===== src/rtl/imem_loader.sv =====
// ---------------------------------------------------------------------------
// imem_loader
//
// Purpose:
//   Streams a program into the instruction RAM write port, one 32-bit word per
//   address starting at 0. Any location above the last program word is padded
//   with FILL_WORD (normally the LC2K halt encoding). The CPU is held with
//   cpu_hold until the whole image has been written.
//
// Handshake:
//   A word is accepted on a rising edge where word_valid & word_ready are both
//   high. word_ready depends only on the FSM state (high in LOAD only), never
//   on word_valid, so the source may hold word_valid high for as long as it
//   likes. The accepted word appears on the RAM write port one cycle later.
//
// Ports:
//   clk, rst_n        rising-edge clock, asynchronous active-low reset
//   start             one-cycle pulse, begins a new load (ignored in LOAD/FILL)
//   word_in           program word
//   word_valid        word_in valid
//   word_last         marks word_in as the final program word
//   word_ready        loader can accept a word this cycle
//   wr_en             instruction RAM write strobe
//   wr_addr           instruction RAM write address
//   wr_data           instruction RAM write data
//   cpu_hold          1 = CPU held (PC frozen at 0)
//   done              image fully written
//   error             image overflowed DEPTH
//   word_count        program words accepted in the current load
//   checksum          (IMEM_LOADER_CHECKSUM_EN only) mod-2^32 sum of the
//                     accepted program words, fill words excluded
//   state_dbg         current FSM state encoding, for observation only
//
// Configuration:
//   Define IMEM_LOADER_CHECKSUM_EN to add the checksum output.
// ---------------------------------------------------------------------------
module imem_loader #(
    parameter int          DEPTH     = 16,
    parameter int          ADDR_W    = 4,
    parameter logic [31:0] FILL_WORD = 32'd25165824
) (
    input  logic              clk,
    input  logic              rst_n,
    input  logic              start,
    input  logic [31:0]       word_in,
    input  logic              word_valid,
    input  logic              word_last,
    output logic              word_ready,
    output logic              wr_en,
    output logic [ADDR_W-1:0] wr_addr,
    output logic [31:0]       wr_data,
    output logic              cpu_hold,
    output logic              done,
    output logic              error,
    output logic [ADDR_W:0]   word_count,
`ifdef IMEM_LOADER_CHECKSUM_EN
    output logic [31:0]       checksum,
`endif
    output logic [2:0]        state_dbg
);

    localparam logic [2:0] S_IDLE  = 3'd0;
    localparam logic [2:0] S_LOAD  = 3'd1;
    localparam logic [2:0] S_FILL  = 3'd2;
    localparam logic [2:0] S_DONE  = 3'd3;
    localparam logic [2:0] S_ERROR = 3'd4;

    // addr_q carries one extra bit so it can hold DEPTH itself. That value
    // means "every location has been issued" and is never driven onto wr_addr.
    localparam logic [ADDR_W:0] LAST_ADDR = (ADDR_W+1)'(DEPTH - 1);
    localparam logic [ADDR_W:0] END_ADDR  = (ADDR_W+1)'(DEPTH);

    logic [2:0]        state_q,   state_d;
    logic [ADDR_W:0]   addr_q,    addr_d;
    logic [ADDR_W:0]   count_q,   count_d;
    logic              ovf_q,     ovf_d;
    logic              wr_en_q,   wr_en_d;
    logic [ADDR_W-1:0] wr_addr_q, wr_addr_d;
    logic [31:0]       wr_data_q, wr_data_d;
`ifdef IMEM_LOADER_CHECKSUM_EN
    logic [31:0]       csum_q,    csum_d;
`endif

    logic accept;

    assign accept = (state_q == S_LOAD) && word_valid;

    // -----------------------------------------------------------------------
    // Next-state logic
    // -----------------------------------------------------------------------
    always_comb begin
        state_d   = state_q;
        addr_d    = addr_q;
        count_d   = count_q;
        ovf_d     = ovf_q;
        wr_en_d   = 1'b0;
        wr_addr_d = wr_addr_q;
        wr_data_d = wr_data_q;
`ifdef IMEM_LOADER_CHECKSUM_EN
        csum_d    = csum_q;
`endif

        unique case (state_q)
            S_IDLE, S_DONE, S_ERROR: begin
                // A word presented alongside start is not taken: word_ready is
                // low in these states, acceptance only begins in LOAD.
                if (start) begin
                    state_d = S_LOAD;
                    addr_d  = '0;
                    count_d = '0;
                    ovf_d   = 1'b0;
`ifdef IMEM_LOADER_CHECKSUM_EN
                    csum_d  = '0;
`endif
                end
            end

            S_LOAD: begin
                if (accept) begin
                    wr_en_d   = 1'b1;
                    wr_addr_d = addr_q[ADDR_W-1:0];
                    wr_data_d = word_in;
                    addr_d    = addr_q + 1'b1;
                    count_d   = count_q + 1'b1;
`ifdef IMEM_LOADER_CHECKSUM_EN
                    csum_d    = csum_q + word_in;
`endif
                    if (addr_q == LAST_ADDR) begin
                        // Top location taken. addr_d is now END_ADDR, so FILL
                        // issues no writes and only spends the cycle in which
                        // this final write is on the port; ovf selects whether
                        // that drain lands in ERROR or DONE.
                        state_d = S_FILL;
                        ovf_d   = ~word_last;
                    end else if (word_last) begin
                        state_d = S_FILL;
                    end
                end
            end

            S_FILL: begin
                if (addr_q != END_ADDR) begin
                    wr_en_d   = 1'b1;
                    wr_addr_d = addr_q[ADDR_W-1:0];
                    wr_data_d = FILL_WORD;
                    addr_d    = addr_q + 1'b1;
                end else begin
                    // The write to DEPTH-1 is visible this cycle; the final
                    // status is reported from the next cycle on.
                    state_d = ovf_q ? S_ERROR : S_DONE;
                end
            end

            default: begin
                state_d = S_IDLE;
            end
        endcase
    end

    // -----------------------------------------------------------------------
    // State registers
    // -----------------------------------------------------------------------
    always_ff @(posedge clk or negedge rst_n) begin
        if (!rst_n) begin
            state_q   <= S_IDLE;
            addr_q    <= '0;
            count_q   <= '0;
            ovf_q     <= 1'b0;
            wr_en_q   <= 1'b0;
            wr_addr_q <= '0;
            wr_data_q <= '0;
`ifdef IMEM_LOADER_CHECKSUM_EN
            csum_q    <= '0;
`endif
        end else begin
            state_q   <= state_d;
            addr_q    <= addr_d;
            count_q   <= count_d;
            ovf_q     <= ovf_d;
            wr_en_q   <= wr_en_d;
            wr_addr_q <= wr_addr_d;
            wr_data_q <= wr_data_d;
`ifdef IMEM_LOADER_CHECKSUM_EN
            csum_q    <= csum_d;
`endif
        end
    end

    // -----------------------------------------------------------------------
    // Outputs
    // -----------------------------------------------------------------------
    // Status flags decode the state directly, so they change in the same
    // cycle the state does (e.g. done drops the cycle LOAD is entered).
    assign word_ready = (state_q == S_LOAD);
    assign done       = (state_q == S_DONE);
    assign error      = (state_q == S_ERROR);
    assign cpu_hold   = (state_q != S_DONE);

    assign wr_en      = wr_en_q;
    assign wr_addr    = wr_addr_q;
    assign wr_data    = wr_data_q;
    assign word_count = count_q;
    assign state_dbg  = state_q;

`ifdef IMEM_LOADER_CHECKSUM_EN
    assign checksum   = csum_q;
`endif

endmodule

===== config.mk =====
export PLATFORM = sky130hd
export DESIGN_NAME = imem_loader
export DESIGN_NICKNAME = d
export VERILOG_FILES = /design/src/rtl/imem_loader.sv
export SDC_FILE = /design/constraint.sdc
export NUM_CORES = 1
export LEC_CHECK = 0
export BUFFER_PORTS_ARGS = -buffer_cell sky130_fd_sc_hd__buf_2
export CAP_MARGIN = 20
export CORE_UTILIZATION = 43
export CTS_CLUSTER_DIAMETER = 60
export DETAILED_ROUTE_END_ITERATION = 8
export PLACE_DENSITY = 0.71
export SYNTH_ARGS = -nofsm -noshare
export SYNTH_HDL_FRONTEND = slang
export SYNTH_SLANG_ARGS = --single-unit
export TNS_END_PERCENT = 10

===== constraint.sdc =====
create_clock -name clk -period 3.2 [get_ports clk]
set_input_delay 0.64 -clock clk [delete_from_list [all_inputs] [get_ports clk]]
set_output_delay 0.64 -clock clk [all_outputs]
set_load 0.03 [all_outputs]

After elaboration in Yosys (flattened, before gate mapping) --
Index checks and enable logic that the tools add are counted.
Storage, ports and cells: register bits after elaboration 51, bits in read-only memories 0, bits in latches 0, memories kept 0, logic and storage cells 60, memory bits (writable) 0
Cells by class: divide/modulo/power cells 0, multiply operators 0, bitwise logic cells 1, $add $sub $neg 2, shift operators 0, muxes and demuxes 26, eq/ne operators 13, magnitude comparators 0, reductions and logical operators 11
Operators with widths (number):
- $mux 32 | 2
- $pmux 32 s2 | 1
- $mux 5 | 4
- $mux 3 | 6
- $pmux 5 s3 | 1
- $reduce_and 4->1 | 3
- $add 5x1->5 const B | 2
- $pmux 5 s2 | 1
- $pmux 3 s3 | 1
- $mux 4 | 2
- $pmux 4 s2 | 1
- $eq 3x2->1 const B | 2
- $ne 2x2->1 const B | 3
- $ne 3x2->1 const B | 2
- $reduce_and 3->1 | 2
- $eq 5x4->1 const B | 1
- $mux 1 | 5
- $ne 5x5->1 const B | 1
- $ne 2x1->1 const B | 2
- $pmux 1 s2 | 2
- $reduce_bool 2->1 | 2
- $eq 3x1->1 const B | 1
- $eq 3x3->1 const B | 1
- $logic_not 3->1 | 1
- 4 further kinds | 4

Depth between registers and ports, before layout --
Gate-level depths: netlist of the first run.
depth in word-level cells 4, depth in mapped cells 7, mapped depth without buffers 7

Least setup slack after synthesis of the first run --
No wires, ideal clock.
path type flip-flop to output port, from register state_q[0] (netlist: state_dbg[0]), to output word_ready, buffers on the path 2, required time 2560 ps, data arrival time 1520 ps, stages on the path, launching flop included 5, slack 1040 ps, cell sequence dfrtp_1 > buf_2 > or3b_2 > clkbuf_1 > inv_1
On the way: cells in the longest elaborated chain, start to end 1
RTL lines:
- start, declared | RTL line 73 | logic [2:0] state_q, state_d;
- start signal, assigned | RTL line 176 | state_q <= state_d;
- $eq 3x1->1 | RTL line 194 | assign word_ready = (state_q == S_LOAD);
- end, declared | RTL line 48 | output logic word_ready,
Every way passes these cells.

Worst setup path in the final report of the first run --
from register state_q[1] (netlist: state_dbg[1]), to register wr_data_q[19] (netlist: wr_data[19])
On the way: cells in the longest elaborated chain, start to end 4, elaborated cells on any way between the ends 8, classes of those cells 4 x eq/ne; 1 x mux; 3 x reduce/logical
RTL lines:
- $eq 3x1->1 | RTL line 86, 103
- $logic_and 1x1->1 | RTL line 86 | assign accept = (state_q == S_LOAD) && word_valid;
- $ne 2x1->1 (no source line)
- $reduce_and 3->1 (no source line)
- end signal, assigned | RTL line 182 | wr_data_q <= wr_data_d;
- end, declared | RTL line 79 | logic [31:0] wr_data_q, wr_data_d;
Several ways; a longest one is shown, not always the timed one. A chain may end at the register's enable or synchronous reset.

==> results.ini, run 1 <==
[run_status]
status = finished clean

[sta]
hold_slack_ps = 327
rsz0062_at_grt = no
relSlewSlack_pct = 32.7
setup-violations-final = 0
tightest_slew_ps = 1010
finalClockSkew_ps = 6.74
fin_crit_ps = 2480
finalCritPeriodShare_pct = 77.3
drv_slew = 0
hold_viol = 0
clock.fmax_mhz = 404
finalSetupTns_ps = 0
fin_ws_ps = 725

[clock_tree]
htreeDepth = 2
path_clk_slew_ps = 90
cts-root-buf = clkbuf_8
cts_buffers = 5
cts_resized = 0
cts_setup_buffers = 0
clock_sinks = 51
postCtsHoldBufs = 0
cts_tree = yes
clock_latency_ps = 300
clock_path_buffers = 2

[global_route]
grt_overflow_total = 0
grtUsageTotal_pct = 16.9
grt_pass1_wl_microns = 7290
grt_antenna_before_repair = 0
grt_pass1_vias = 1588
grt_max_degree = 48

[setup_path]
rr_endpoint = wr_data[19]$_DFFE_PN0P_
startpoint_type = flip-flop
rrSetupSlack_ps = 720
crit_type = reg -> reg
crit_required_ps = 3420
timing.rr.start = state_dbg[1]$_DFFE_PN0P_
arrival_ps = 2700
critical_path_peak_fanout = 47
cp-end-kind = flip-flop
reg2regPathDepth = 5

[logic_synthesis]
async_flop_share_pct = 100
yosysSeqAreaShare_pct = 54.9
synth_area_leader_cell = dfrtp_1
avgSynthCellArea_sq_um = 9.69
synth.distinct_cells = 35
yosysWarnings = 0
synth_area_sq_mm = 0.00233
synth-main-ff-cell = dfrtp_1
syn-num-nets = 281
synth-edff-count = 0
ys_ff_latch = 51
synth_area_leaders = dfrtp_1 55%, o21ai_0 8.2%, nand3_1 7.1%, inv_1 6.5%, mux2_2 2.4%
syn_inst = 240
yosysTopAreaCellShare_pct = 54.9

[drt]
avgViaCountPerCell = 4.90
drc_errors = 0
firstDrtPassIters = 4
vias = 1917
drt_iter0_drc = 62
wl_per_cell_microns = 12.4
ant_nets = 0
wl_microns = 4840

[job]
drv_cap = 0

[cells_and_area]
antenna_cells = 0
final_util_pct = 55.7
postLayoutCellArea_sq_mm = 0.00288
drive_gt1_share_pct = 32.7
nets = 361
instances_no_fill = 391
area_growth_pct = 23.9

[place]
hpwl_microns = 3410
postPlaceCellArea_sq_mm = 0.00279
numPlacedInstances = 383
pre_cts_ws_ps = 731
portBuffers = 85
gp_congestion = 0.787

[floorplan]
initial_utilization_pct = 45.0
dieWidth_microns = 75.5
die-area_sq_mm = 0.00571
top_level_ports = 86
num_rows = 26
core_region_area_sq_mm = 0.00517
die_height_microns = 75.5

[power_and_ir_drop]
leakagePower_nw = 1.51
p_total_mw = 3.03
power_density_mw_per_mm2 = 1050
peakVddDrop_v = 0.000452

[worst_hold_path]
hp-class = in -> async

-- cell type report --
cell class / instances / area [sq um]
fillers: 485 / 2290
flip-flops and latches: 51 / 1280
multi-input cells: 134 / 827
repair buffers: 88 / 448
inverters: 40 / 150
well taps: 70 / 87.6
clock buffers: 5 / 68.8
clock inverters: 3 / 25.0
-- sequential cells by signal (all words and copies together), names as in the netlist --
| register | cells |
|---|---|
| addr_q | 5 |
| ovf_q | 1 |
| state_dbg | 3 |
| word_count | 5 |
| wr_addr | 4 |
| wr_data | 32 |
| wr_en | 1 |
-- report_power, final --
group	switching [mW]	leakage, nW	internal (mW)	total (mW)
clock	0.217	0.0443	0.157	0.374
combinational	1.09	0.823	0.493	1.58
sequential	0.171	0.645	0.906	1.08
-- cell usage after synthesis (all sizes together), types with 3 or more instances --
| cell type | count |
|---|---|
| inv | 40 |
| nand3 | 33 |
| a22o | 4 |
| o21ai | 39 |
| clkbuf | 6 |
| ha | 4 |
| nor2 | 11 |
| a31oi | 3 |
| buf | 9 |
| nand2 | 7 |
| dfrtp | 51 |
| mux2 | 6 |
-- per-layer routing --
layer	wire length, microns	up-vias	GRT usage (%)	part of all wire (%)
met5	0	-	0	0
met4	55	0	4.94	1.1
met3	176	7	3.17	3.6
met2	2310	48	27.5	48
met1	2300	909	23.0	48
li1	-	953	-	-
-- kinds of logic after synthesis --
group | count (synthesis) | synth area share, %
mux | 7 | 3.33
xor+xnor | 4 | 1.51
flops | 51 | 54.9
buf+inv | 55 | 9.57
simple gates | 67 | 15.3
fa+ha+maj | 4 | 2.15
compound gates | 52 | 13.3
-- critical path, stage by stage (launching register included) --
cell     delay [ps]
dfrtp_1         550
or3b_1          440
o21ai_4         820
buf_4           390
nand3_1         110
o21ai_0          90
-- how the worst max path moves through the flow --
stage | from | to | slack, ps | depth (start not counted)
2_1_floorplan | state_dbg[0]$_DFFE_PN0P_ | word_ready | 1040 | 4
3_3_place_gp | state_dbg[1]$_DFFE_PN0P_ | wr_data[5]$_DFFE_PN0P_ | 800 | 5
3_5_place_dp | state_dbg[1]$_DFFE_PN0P_ | wr_data[5]$_DFFE_PN0P_ | 730 | 5
4_1_cts | state_dbg[1]$_DFFE_PN0P_ | wr_data[5]$_DFFE_PN0P_ | 720 | 5
5_1_grt | state_dbg[1]$_DFFE_PN0P_ | wr_data[19]$_DFFE_PN0P_ | 420 | 5
6_report | state_dbg[1]$_DFFE_PN0P_ | wr_data[19]$_DFFE_PN0P_ | 720 | 5
-- layout by cell type (no fill, tap or decap), types with 3 or more instances in the layout --
cell and count:
inv_1 40, ha_1 4, a22o_1 4, buf_2 85
dfrtp_1 51, mux2_2 5, a31oi_1 3, buf_4 3
o21ai_0 38, clkbuf_8 5, nor2_1 11, nand3_1 33
nand2_1 7
Note: power is estimated with default switching activity, not from simulation.
==> inputs of run 2 (changes only) <==
--- a/config.mk
+++ b/config.mk
@@ -5,6 +5,7 @@
 export SDC_FILE = /design/constraint.sdc
 export NUM_CORES = 1
 export LEC_CHECK = 0
+export ABC_AREA = 1
 export BUFFER_PORTS_ARGS = -buffer_cell sky130_fd_sc_hd__buf_2
 export CAP_MARGIN = 20
 export CORE_UTILIZATION = 43
==> constraint.sdc (replaced) <==
create_clock -name clk -period 2.3 [get_ports clk]
set_input_delay 0.46 -clock clk [delete_from_list [all_inputs] [get_ports clk]]
set_output_delay 0.46 -clock clk [all_outputs]
set_load 0.03 [all_outputs]
==> run 2 against run 1 <==
  * Synthesized cell count increased by 15%
  * Combinational power increased by 50%
  * Sequential power increased by 39%
  * Critical path depth decreased by 1
  * Wire length increased by 16%
  * Cell count increased by 9.7%
  * Clock skew increased by 1.3 ps
  * Sequential cell count unchanged
  * Global-route usage increased by 3.5 points
  * Via count increased by 12%
  * Sequential share of layout area decreased by 0.72 points
  * Critical endpoint is now word_ready
  * Largest power group unchanged
==> results.ini, run 2 <==
[power_and_ir_drop]
power_density_mw_per_mm2 = 1510  ; +43%
p_total_mw = 4.42  ; +46%
peakVddDrop_v = 0.000791  ; +75%
leakagePower_nw = 1.69  ; +12%

[sta]
relSlewSlack_pct = 61.5  ; +29 points
finalSetupTns_ps = 0  ; unchanged
hold_slack_ps = 93.2  ; -234 ps
finalCritPeriodShare_pct = 79.8
rsz0062_at_grt = no
fin_crit_ps = 1840
finalClockSkew_ps = 8.09  ; +1.34 ps
setup-violations-final = 0  ; unchanged
hold_viol = 0  ; unchanged
clock.fmax_mhz = 545
tightest_slew_ps = 577  ; -429 ps
drv_slew = 0  ; unchanged

[place]
postPlaceCellArea_sq_mm = 0.00284  ; +1.7%
hpwl_microns = 3870  ; +13%
portBuffers = 85  ; unchanged
gp_congestion = 0.888  ; +13%

[clock_tree]
cts_tree = yes
htreeDepth = 2  ; unchanged
cts_setup_buffers = 0  ; unchanged
clock_latency_ps = 300  ; about the same
cts_resized = 0  ; unchanged
clock_path_buffers = 2  ; unchanged
postCtsHoldBufs = 0  ; unchanged
cts-root-buf = clkbuf_8
cts_buffers = 5  ; unchanged
clock_sinks = 51  ; unchanged
path_clk_slew_ps = 100  ; about the same

[logic_synthesis]
synth_area_sq_mm = 0.00237  ; +2.0%
synth_area_leader_cell = dfrtp_1
yosysMostFrequentCell = nand2_1
syn-num-nets = 318  ; +13%
synth.distinct_cells = 23  ; -34%
synth-main-ff-cell = dfrtp_1
syn_inst = 277  ; +15%
ys_ff_latch = 51  ; unchanged
async_flop_share_pct = 100  ; unchanged
yosysTopAreaCellShare_pct = 53.8  ; -1.1 points
yosysSeqAreaShare_pct = 53.8  ; -1.1 points
yosysWarnings = 0  ; unchanged
synth_area_leaders = dfrtp_1 54%, nand3_1 15%, nand2_1 12%, inv_1 2.5%, ha_1 2.1%
avgSynthCellArea_sq_um = 8.57  ; -12%
synth_top_cells_by_count = 75 x nand2_1, 70 x nand3_1, 51 x dfrtp_1
synth-edff-count = 0  ; unchanged

[drt]
vias = 2156  ; +12%
drc_errors = 0  ; unchanged
avgViaCountPerCell = 5.03  ; +2.5%
wl_per_cell_microns = 13.1  ; +6.1%
wl_microns = 5640  ; +16%
drt_iter0_drc = 123  ; +98%
ant_nets = 0  ; unchanged
firstDrtPassIters = 4  ; unchanged

[setup_path]
crit_required_ps = 1840  ; -1580 ps
arrival_ps = 1380  ; -1320 ps
slowest_delay_ps = 420  ; -400 ps
critical_path_peak_fanout = 8  ; -83%
cp-end-kind = output port
rrSetupSlack_ps = 620  ; -100 ps
crit_type = reg -> out
cp_top_family = flip-flops
crit_buf_inv = 2  ; +1
startpoint_type = flip-flop
slowest_stage = dfrtp_1
path_cells = inv_2 -> nand2_1 -> nor2_4 -> buf_2

[global_route]
grt_max_degree = 45  ; -6.3%
grt_overflow_total = 0  ; unchanged
grt_pass1_vias = 1979  ; +25%
grtUsageTotal_pct = 20.4  ; +3.5 points
grt_pass1_wl_microns = 9360  ; +28%
grt_antenna_before_repair = 0  ; unchanged

[cells_and_area]
drive_gt1_share_pct = 28.7  ; -4.0 points
postLayoutCellArea_sq_mm = 0.00293  ; +1.6%
final_cell_mix = 85 x buf_2, 75 x nand2_1, 70 x nand3_1, 51 x dfrtp_1, 16 x inv_1
nets = 399  ; +11%
antenna_cells = 0  ; unchanged
area_growth_pct = 23.5
final_common_cell = buf_2
largest_reg_flops = 32  ; unchanged

[worst_hold_path]
hp-class = in -> async

[floorplan]
die-area_sq_mm = 0.00582  ; +2.0%
num_rows = 26  ; unchanged
top_level_ports = 86  ; unchanged
dieWidth_microns = 76.3  ; +0.99%
initial_utilization_pct = 45.6  ; +0.63 points
core_region_area_sq_mm = 0.00520  ; +0.63%
die_height_microns = 76.3  ; +0.99%

[job]
drv_cap = 0  ; unchanged

[run_status]
status = finished clean

-- run 2: cell types whose count changed after synthesis, sizes merged, moves of 3 or more --
cell	before	now
a21oi	0	4
a22o	4	0
a31oi	3	0
inv	40	18
mux2	6	0
nand2	7	78
nand3	33	70
nand4	0	3
o21ai	39	13
o21bai	0	4
-- run 2: path summary, 6_finish.rpt --
kind	to	depth (start not counted)	from
setup / recovery	word_ready	4	state_dbg[2]$_DFFE_PN0P_
hold / removal	wr_data[24]$_DFFE_PN0P_	1	rst_n
setup reg to reg	wr_addr[0]$_DFFE_PN0P_	9	addr_q[0]$_DFFE_PN0P_
hold reg to reg	wr_data[25]$_DFFE_PN0P_	2	wr_data[25]$_DFFE_PN0P_
max in group asynchronous	wr_data[2]$_DFFE_PN0P_	2	rst_n
min in group clk	wr_data[24]$_DFFE_PN0P_	3	word_in[24]
-- run 2: layer usage --
| layer | share of wire [%] | vias up | global-route usage, % |
|---|---|---|---|
| met1 | 46 | 1014 | 28.2 |
| li1 | - | 1072 | - |
| met4 | 0.94 | 0 | 7.31 |
| met5 | 0 | - | 0 |
| met2 | 49 | 65 | 32.3 |
| met3 | 4.0 | 5 | 3.59 |
-- run 2: power breakdown --
part | total (mW) | internal [mW] | switching (mW)
registers | 1.50 | 1.26 | 0.239
clock network | 0.550 | 0.247 | 0.302
logic | 2.37 | 0.668 | 1.70
-- run 2: logic make-up (layout without fill, tap and decap cells) --
| logic type | Yosys count | after routing | synth area share, % |
|---|---|---|---|
| xor+xnor | 3 | 3 | 1.11 |
| buf+inv | 32 | 114 | 6.48 |
| simple gates | 165 | 165 | 31.4 |
| flops | 51 | 51 | 53.8 |
| compound gates | 22 | 22 | 5.17 |
| fa+ha+maj | 4 | 4 | 2.11 |
-- run 2: final cells by class --
class	count	area, sq um
Tap cell	70	87.6
Sequential cell	51	1280
Multi-Input combinational cell	194	943
Inverter	18	67.6
Clock buffer	7	86.3
Clock inverter	1	8.76
Fill cell	521	2270
Timing Repair Buffer	88	460
-- run 2: per-stage QoR --
step                      std cells  setup slack (ps)  utilization (%)
after floorplan                 277               557                -
after global placement          421               681             54.5
after global routing            429               407             56.3
final                           429               464             56.3
after CTS                       429               466             56.3
after detailed placement        421               622             54.5
